[src/rtl/jtframe_dwnld_sched.sv]
// ROM download scheduler: packs data_io bytes into masked 16-bit words, queues them
// and arbitrates the single SDRAM port between download writes and game reads.
module jtframe_dwnld_sched #(
  parameter int FIFO_DEPTH = 4,
  parameter int AW         = 24
) (
  input  logic          clk_sys,
  input  logic          rst_n,
  input  logic          ioctl_download,
  input  logic          ioctl_wr,
  input  logic [AW:0]   ioctl_addr,
  input  logic [7:0]    ioctl_dout,
  output logic          ioctl_wait,
  output logic          dwnld_busy,
  output logic          ovf_err,
  input  logic          game_req,
  input  logic [AW-1:0] game_addr,
  output logic          game_ack,
  output logic          sdram_req,
  output logic          sdram_we,
  output logic [AW-1:0] sdram_addr,
  output logic [15:0]   sdram_din,
  output logic [1:0]    sdram_mask,
  input  logic          sdram_ack
);
  localparam int PW = (FIFO_DEPTH > 1) ? $clog2(FIFO_DEPTH) : 1;
  localparam int CW = PW + 1;

  typedef struct packed {
    logic [AW-1:0] addr;
    logic [15:0]   data;
    logic [1:0]    mask;
  } word_t;

  typedef enum logic [1:0] {IDLE, DL_RUN, DL_FLUSH, DL_DRAIN} state_t;

  state_t        state_q, state_d;
  word_t         pack_q, pack_d;
  word_t         fifo_q [FIFO_DEPTH];
  logic [PW-1:0] rptr_q, wptr_q;
  logic [CW-1:0] cnt_q, cnt_d;
  logic          wr_q, dl_q, dl_pend_q, dl_pend_d;
  logic          wait_q, ovf_q, ovf_d, wreq_q, wreq_d;

  logic          accept, dl_rise, owner, pop, full, push, push_ok, ovf_set;
  logic [AW-1:0] byte_waddr;
  word_t         head;

  assign accept     = ioctl_wr & ~wr_q & ioctl_download;
  assign dl_rise    = ioctl_download & ~dl_q;
  assign byte_waddr = ioctl_addr[AW:1];
  assign owner      = state_q != IDLE;
  assign pop        = wreq_q & sdram_ack;
  assign full       = cnt_q == CW'(FIFO_DEPTH);
  assign head       = fifo_q[rptr_q];

  // A full word, a flush, or a byte for another word evicts the pack register;
  // the incoming byte then lands in the emptied register in the same cycle.
  always_comb begin
    pack_d = pack_q;
    push   = 1'b0;
    if (pack_q.mask == 2'b11 ||
        (state_q == DL_FLUSH && pack_q.mask != 2'b00) ||
        (accept && pack_q.mask != 2'b00 && byte_waddr != pack_q.addr)) begin
      push   = 1'b1;
      pack_d = '0;
    end
    if (accept) begin
      if (pack_d.mask == 2'b00) pack_d.addr = byte_waddr;
      if (ioctl_addr[0]) pack_d.data[15:8] = ioctl_dout;
      else               pack_d.data[7:0]  = ioctl_dout;
      pack_d.mask[ioctl_addr[0]] = 1'b1;
    end
  end

  assign push_ok = push & (~full | pop);
  assign ovf_set = push & full & ~pop;

  always_comb begin
    cnt_d = cnt_q;
    if (push_ok && !pop)      cnt_d = cnt_q + CW'(1);
    else if (!push_ok && pop) cnt_d = cnt_q - CW'(1);
  end

  always_comb begin
    state_d   = state_q;
    dl_pend_d = dl_pend_q;
    wreq_d    = wreq_q;
    ovf_d     = ovf_q;
    if (dl_rise) ovf_d = 1'b0;
    if (ovf_set) ovf_d = 1'b1;
    case (state_q)
      // an outstanding game read must complete before the download takes the port
      IDLE: if (dl_rise || dl_pend_q) begin
        if (!game_req || sdram_ack) begin
          state_d   = DL_RUN;
          dl_pend_d = 1'b0;
        end else begin
          dl_pend_d = 1'b1;
        end
      end
      DL_RUN:   if (!ioctl_download) state_d = DL_FLUSH;
      DL_FLUSH: if (dl_rise) state_d = DL_RUN;
                else if (pack_q.mask == 2'b00) state_d = DL_DRAIN;
      DL_DRAIN: if (dl_rise) state_d = DL_RUN;
                else if (cnt_q == '0 && !wreq_q && pack_q.mask == 2'b00) state_d = IDLE;
      default:  state_d = IDLE;
    endcase
    if (pop)                                    wreq_d = 1'b0;
    else if (owner && cnt_q != '0 && !wreq_q)   wreq_d = 1'b1;
  end

  always_ff @(posedge clk_sys) begin
    if (!rst_n) begin
      state_q   <= IDLE;
      pack_q    <= '0;
      rptr_q    <= '0;
      wptr_q    <= '0;
      cnt_q     <= '0;
      wr_q      <= 1'b0;
      dl_q      <= 1'b0;
      dl_pend_q <= 1'b0;
      wait_q    <= 1'b0;
      ovf_q     <= 1'b0;
      wreq_q    <= 1'b0;
    end else begin
      state_q   <= state_d;
      pack_q    <= pack_d;
      cnt_q     <= cnt_d;
      wr_q      <= ioctl_wr;
      dl_q      <= ioctl_download;
      dl_pend_q <= dl_pend_d;
      wait_q    <= cnt_d >= CW'(FIFO_DEPTH - 1);
      ovf_q     <= ovf_d;
      wreq_q    <= wreq_d;
      if (push_ok) wptr_q <= wptr_q + PW'(1);
      if (pop)     rptr_q <= rptr_q + PW'(1);
    end
  end

  always_ff @(posedge clk_sys) begin
    if (push_ok) fifo_q[wptr_q] <= pack_q;
  end

  assign ioctl_wait = wait_q;
  assign dwnld_busy = owner;
  assign ovf_err    = ovf_q;
  assign game_ack   = ~owner & sdram_ack;
  assign sdram_req  = owner ? wreq_q    : game_req;
  assign sdram_we   = owner;
  assign sdram_addr = owner ? head.addr : game_addr;
  assign sdram_din  = owner ? head.data : 16'h0000;
  assign sdram_mask = owner ? head.mask : {2{game_req}};

endmodule
[config.mk]
export PLATFORM = sky130hd
export DESIGN_NAME = jtframe_dwnld_sched
export DESIGN_NICKNAME = d
export VERILOG_FILES = /design/src/rtl/jtframe_dwnld_sched.sv
export SDC_FILE = /design/constraint.sdc
export NUM_CORES = 1
export LEC_CHECK = 0
export ABC_CLOCK_PERIOD_IN_PS = 3900
export CORE_UTILIZATION = 43
export CTS_CLUSTER_SIZE = 10
export DETAILED_ROUTE_END_ITERATION = 8
export HOLD_SLACK_MARGIN = 0.15
export PLACE_DENSITY_LB_ADDON = 0.1
export SETUP_SLACK_MARGIN = 0.05
export SLEW_MARGIN = 40
export SYNTH_ARGS = -nofsm -noshare
export SYNTH_HDL_FRONTEND = slang
export SYNTH_SLANG_ARGS = --single-unit
[constraint.sdc]
create_clock -name clk_sys -period 3.9 [get_ports clk_sys]
set_clock_uncertainty 0.1 [all_clocks]
set_input_delay 0.585 -clock clk_sys [delete_from_list [all_inputs] [get_ports clk_sys]]
set_output_delay 0.585 -clock clk_sys [all_outputs]
set_load 0.02 [all_outputs]
==> run_results.csv <==
group,metric,value,unit
sta,rsz0062_at_grt,"no",
detailed_routing,vias_per_cell,5.27,
floorplan,fp.dieH,148,um
clocking,path_clk_slew,0.06,ns
detailed_routing,drc,0,
placement,gp_congestion,0.762,
synth,async_flop_share,0,
power,p_leak,3.82,nW
clocking,cts_setup_buffers,0,
synth,syn_area,9190,um2
setup_path,critical_path_class,"reg2out",
clocking,cts_buffer_depth,3,
global_routing,grt_pass1_vias,5577,
cells_and_area,layout-drive-gt1-share,0.157,
setup_path,r2r_setup_slack,1.16,ns
detailed_routing,vias,5519,
floorplan,coreArea,21000,um2
clocking,htreeDepth,1,
sta,min_period,3.41,ns
setup_path,critPathMaxFanout,34,
detailed_routing,drt-total-wl,20.2,mm
sta,setup_viol,0,
placement,dpl_worst_slack,0.423,ns
run,cap_violations,0,
cells_and_area,fillers,1762,
sta,max_freq,0.293,GHz
synth,synth_area_per_cell,14.6,um2
power,power.density,521,nW/um2
sta,setup_slack,0.488,ns
detailed_routing,routedWlPerCell,19.3,um
placement,io_buffer_count,110,
cells_and_area,seq_area,6230,um2
cells_and_area,synthToLayoutAreaGrowth,24.8,%
clocking,clock_latency,0.52,ns
clocking,cts.sinks,227,
placement,dp_hpwl,12.8,mm
global_routing,grt-ovfl-total,0,
global_routing,antenna_found_initial,0,
detailed_routing,drt_iter0_drc,312,
sta,setup-tns-final,0,ns
detailed_routing,dr.pass1.iters,5,
clocking,root_buffer,"clkbuf_16",
global_routing,grt_start_max_net_pins,35,
floorplan,core.rowCount,53,
setup_path,arrival,2.73,ns
synth,synth_cells,628,
power,ir_worst_vdd,324,uV
synth,synth-warning-count,0,
synth,synth_seq_area_share,0.677,
detailed_routing,antenna_violating_nets_post_route,0,
cells_and_area,multi_input_area,2810,um2
setup_path,worst_setup_path_start_kind,"register",
sta,worst_slew_pin_slew,0.625,ns
synth,synth-seq-cells,227,
synth,ys_types,46,
floorplan,start_util,0.437,
hold_path,hold_path.class,"reg2reg",
synth,synth_edf_count,168,
floorplan,num_io_pins,111,
clocking,cts_hold_buf,0,
cells_and_area,final_nets,823,
sta,fin_crit_sh,0.875,
global_routing,grt_first_pass_wirelength,31.3,mm
floorplan,die_w,148,um
clocking,cts-resized-gates,0,
sta,final_max_slew_viol_count,0,
global_routing,grt.total_usage,0.187,
clocking,numCtsBuffers,27,
cells_and_area,antenna_cells,0,
run_status,outcome,"completed",
synth,synth_fp_nets,698,
setup_path,required,3.21,ns
sta,hold_viol,0,
floorplan,dieArea,22000,um2
sta,relSlewSlack,0.581,
synth,synth_flop_cell,"edfxtp_1",
setup_path,end_kind,"output port",
clocking,cts_tree,"yes",
-- per-layer routing --
layer,GRT usage,vias up,wire length (um)
li1,-,2582,-
met1,0.256,2781,9200
met2,0.312,127,9830
met3,0.0276,29,821
met4,0.0479,0,383
met5,0,-,0
-- final cells by class --
class / count / area share
inverter: 7 / 0.00229
sequential: 227 / 0.543
tap: 275 / 0.0300
timing repair buffer: 128 / 0.113
clock inverter: 1 / 0.000763
clock buffer: 48 / 0.0666
multi-input combinational: 362 / 0.245
-- report_power, final --
group	switching (mW)	leakage (nW)	total (mW)	internal, mW
registers	0.0589	1.93	2.70	2.64
clock network	0.896	0.368	2.21	1.31
logic	0.576	1.52	1.07	0.496
total	1.53	3.82	5.98	4.45
-- worst paths after layout --
| path | startpoint | to | cells after the start |
|---|---|---|---|
| worst max register to register | pack_q[27]$_SDFF_PN0_ | pack_q[32]$_SDFF_PN0_ | 9 |
| worst max-delay path | register | sdram_din[6] | 4 |
| worst min-delay path | dl_pend_q$_SDFFE_PN0P_ | dl_pend_q$_SDFFE_PN0P_ | 2 |
| worst min register to register | dl_pend_q$_SDFFE_PN0P_ | dl_pend_q$_SDFFE_PN0P_ | 2 |
-- flip-flops by register name, summed over array words and instances (netlist names), named ones only --
| signal | cells |
|---|---|
| cnt_q | 3 |
| ovf_err | 1 |
| rptr_q | 2 |
| pack_q | 42 |
| wr_q | 1 |
| fifo_q | 168 |
| state_q | 2 |
| ioctl_wait | 1 |
| dl_q | 1 |
| wreq_q | 1 |
| dl_pend_q | 1 |
| wptr_q | 2 |
-- cell usage in the layout (no fill, tap or decap), types with 20 or more instances in the layout --
cell / instances
a21oi_1: 25
and2_1: 21
clkbuf_1: 20
clkbuf_16: 27
clkdlybuf4s50_1: 110
dfxtp_1: 57
edfxtp_1: 168
mux4_2: 42
nand2_1: 104
nand3_1: 20
nor2_1: 34
xor2_1: 25
-- stage by stage --
stage               cell area [um2]  total power [mW]  hold WS, ns  utilization  instances
finish                        11500              5.98        0.379        0.546       1048
global route                  11500              6.21        0.392        0.546       1048
CTS                           11500              6.04        0.381        0.546       1048
detailed placement            10700              3.83        0.366        0.509        999
global placement              10700              3.81        0.352        0.508        998
floorplan                      9190              3.34        0.337            -        628
-- cells in the mapped netlist (3+ instances only) --
cell type | n | share of area
nor4_1 | 5 | 0.0034
and2_1 | 25 | 0.017
ha_1 | 7 | 0.0095
a21oi_1 | 25 | 0.014
nand3_1 | 20 | 0.011
clkbuf_1 | 19 | 0.0078
a31oi_1 | 3 | 0.0020
nand2_1 | 104 | 0.042
nor3_1 | 5 | 0.0027
a22oi_1 | 14 | 0.011
nor2_2 | 7 | 0.0048
nor2_1 | 35 | 0.014
edfxtp_1 | 168 | 0.55
buf_2 | 6 | 0.0033
buf_4 | 3 | 0.0024
xnor2_1 | 4 | 0.0038
dfxtp_1 | 59 | 0.13
a22oi_2 | 11 | 0.015
mux4_2 | 42 | 0.10
xor2_1 | 25 | 0.024
o21ai_0 | 6 | 0.0033
nor2b_1 | 3 | 0.0020
inv_1 | 5 | 0.0020
-- cells by family (layout without fill, tap and decap cells) --
group | Yosys count | after routing | synth area share
muxes | 44 | 44 | 0.105
xor gates and xnor gates | 29 | 29 | 0.0276
buffers and inverters | 39 | 184 | 0.0197
AOI/OAI and AO/OA | 65 | 65 | 0.0531
DFF | 227 | 227 | 0.677
adders and majority gates | 7 | 7 | 0.00953
and+or+nand+nor | 217 | 217 | 0.108
-- critical path, cell delays in order (launching register included) --
cell and delay, ns:
dfxtp_2 0.54, buf_12 0.35, mux4_2 0.60, and2_1 0.18
clkdlybuf4s50_1 0.53
No activity file was read; power rests on OpenSTA's default activity.
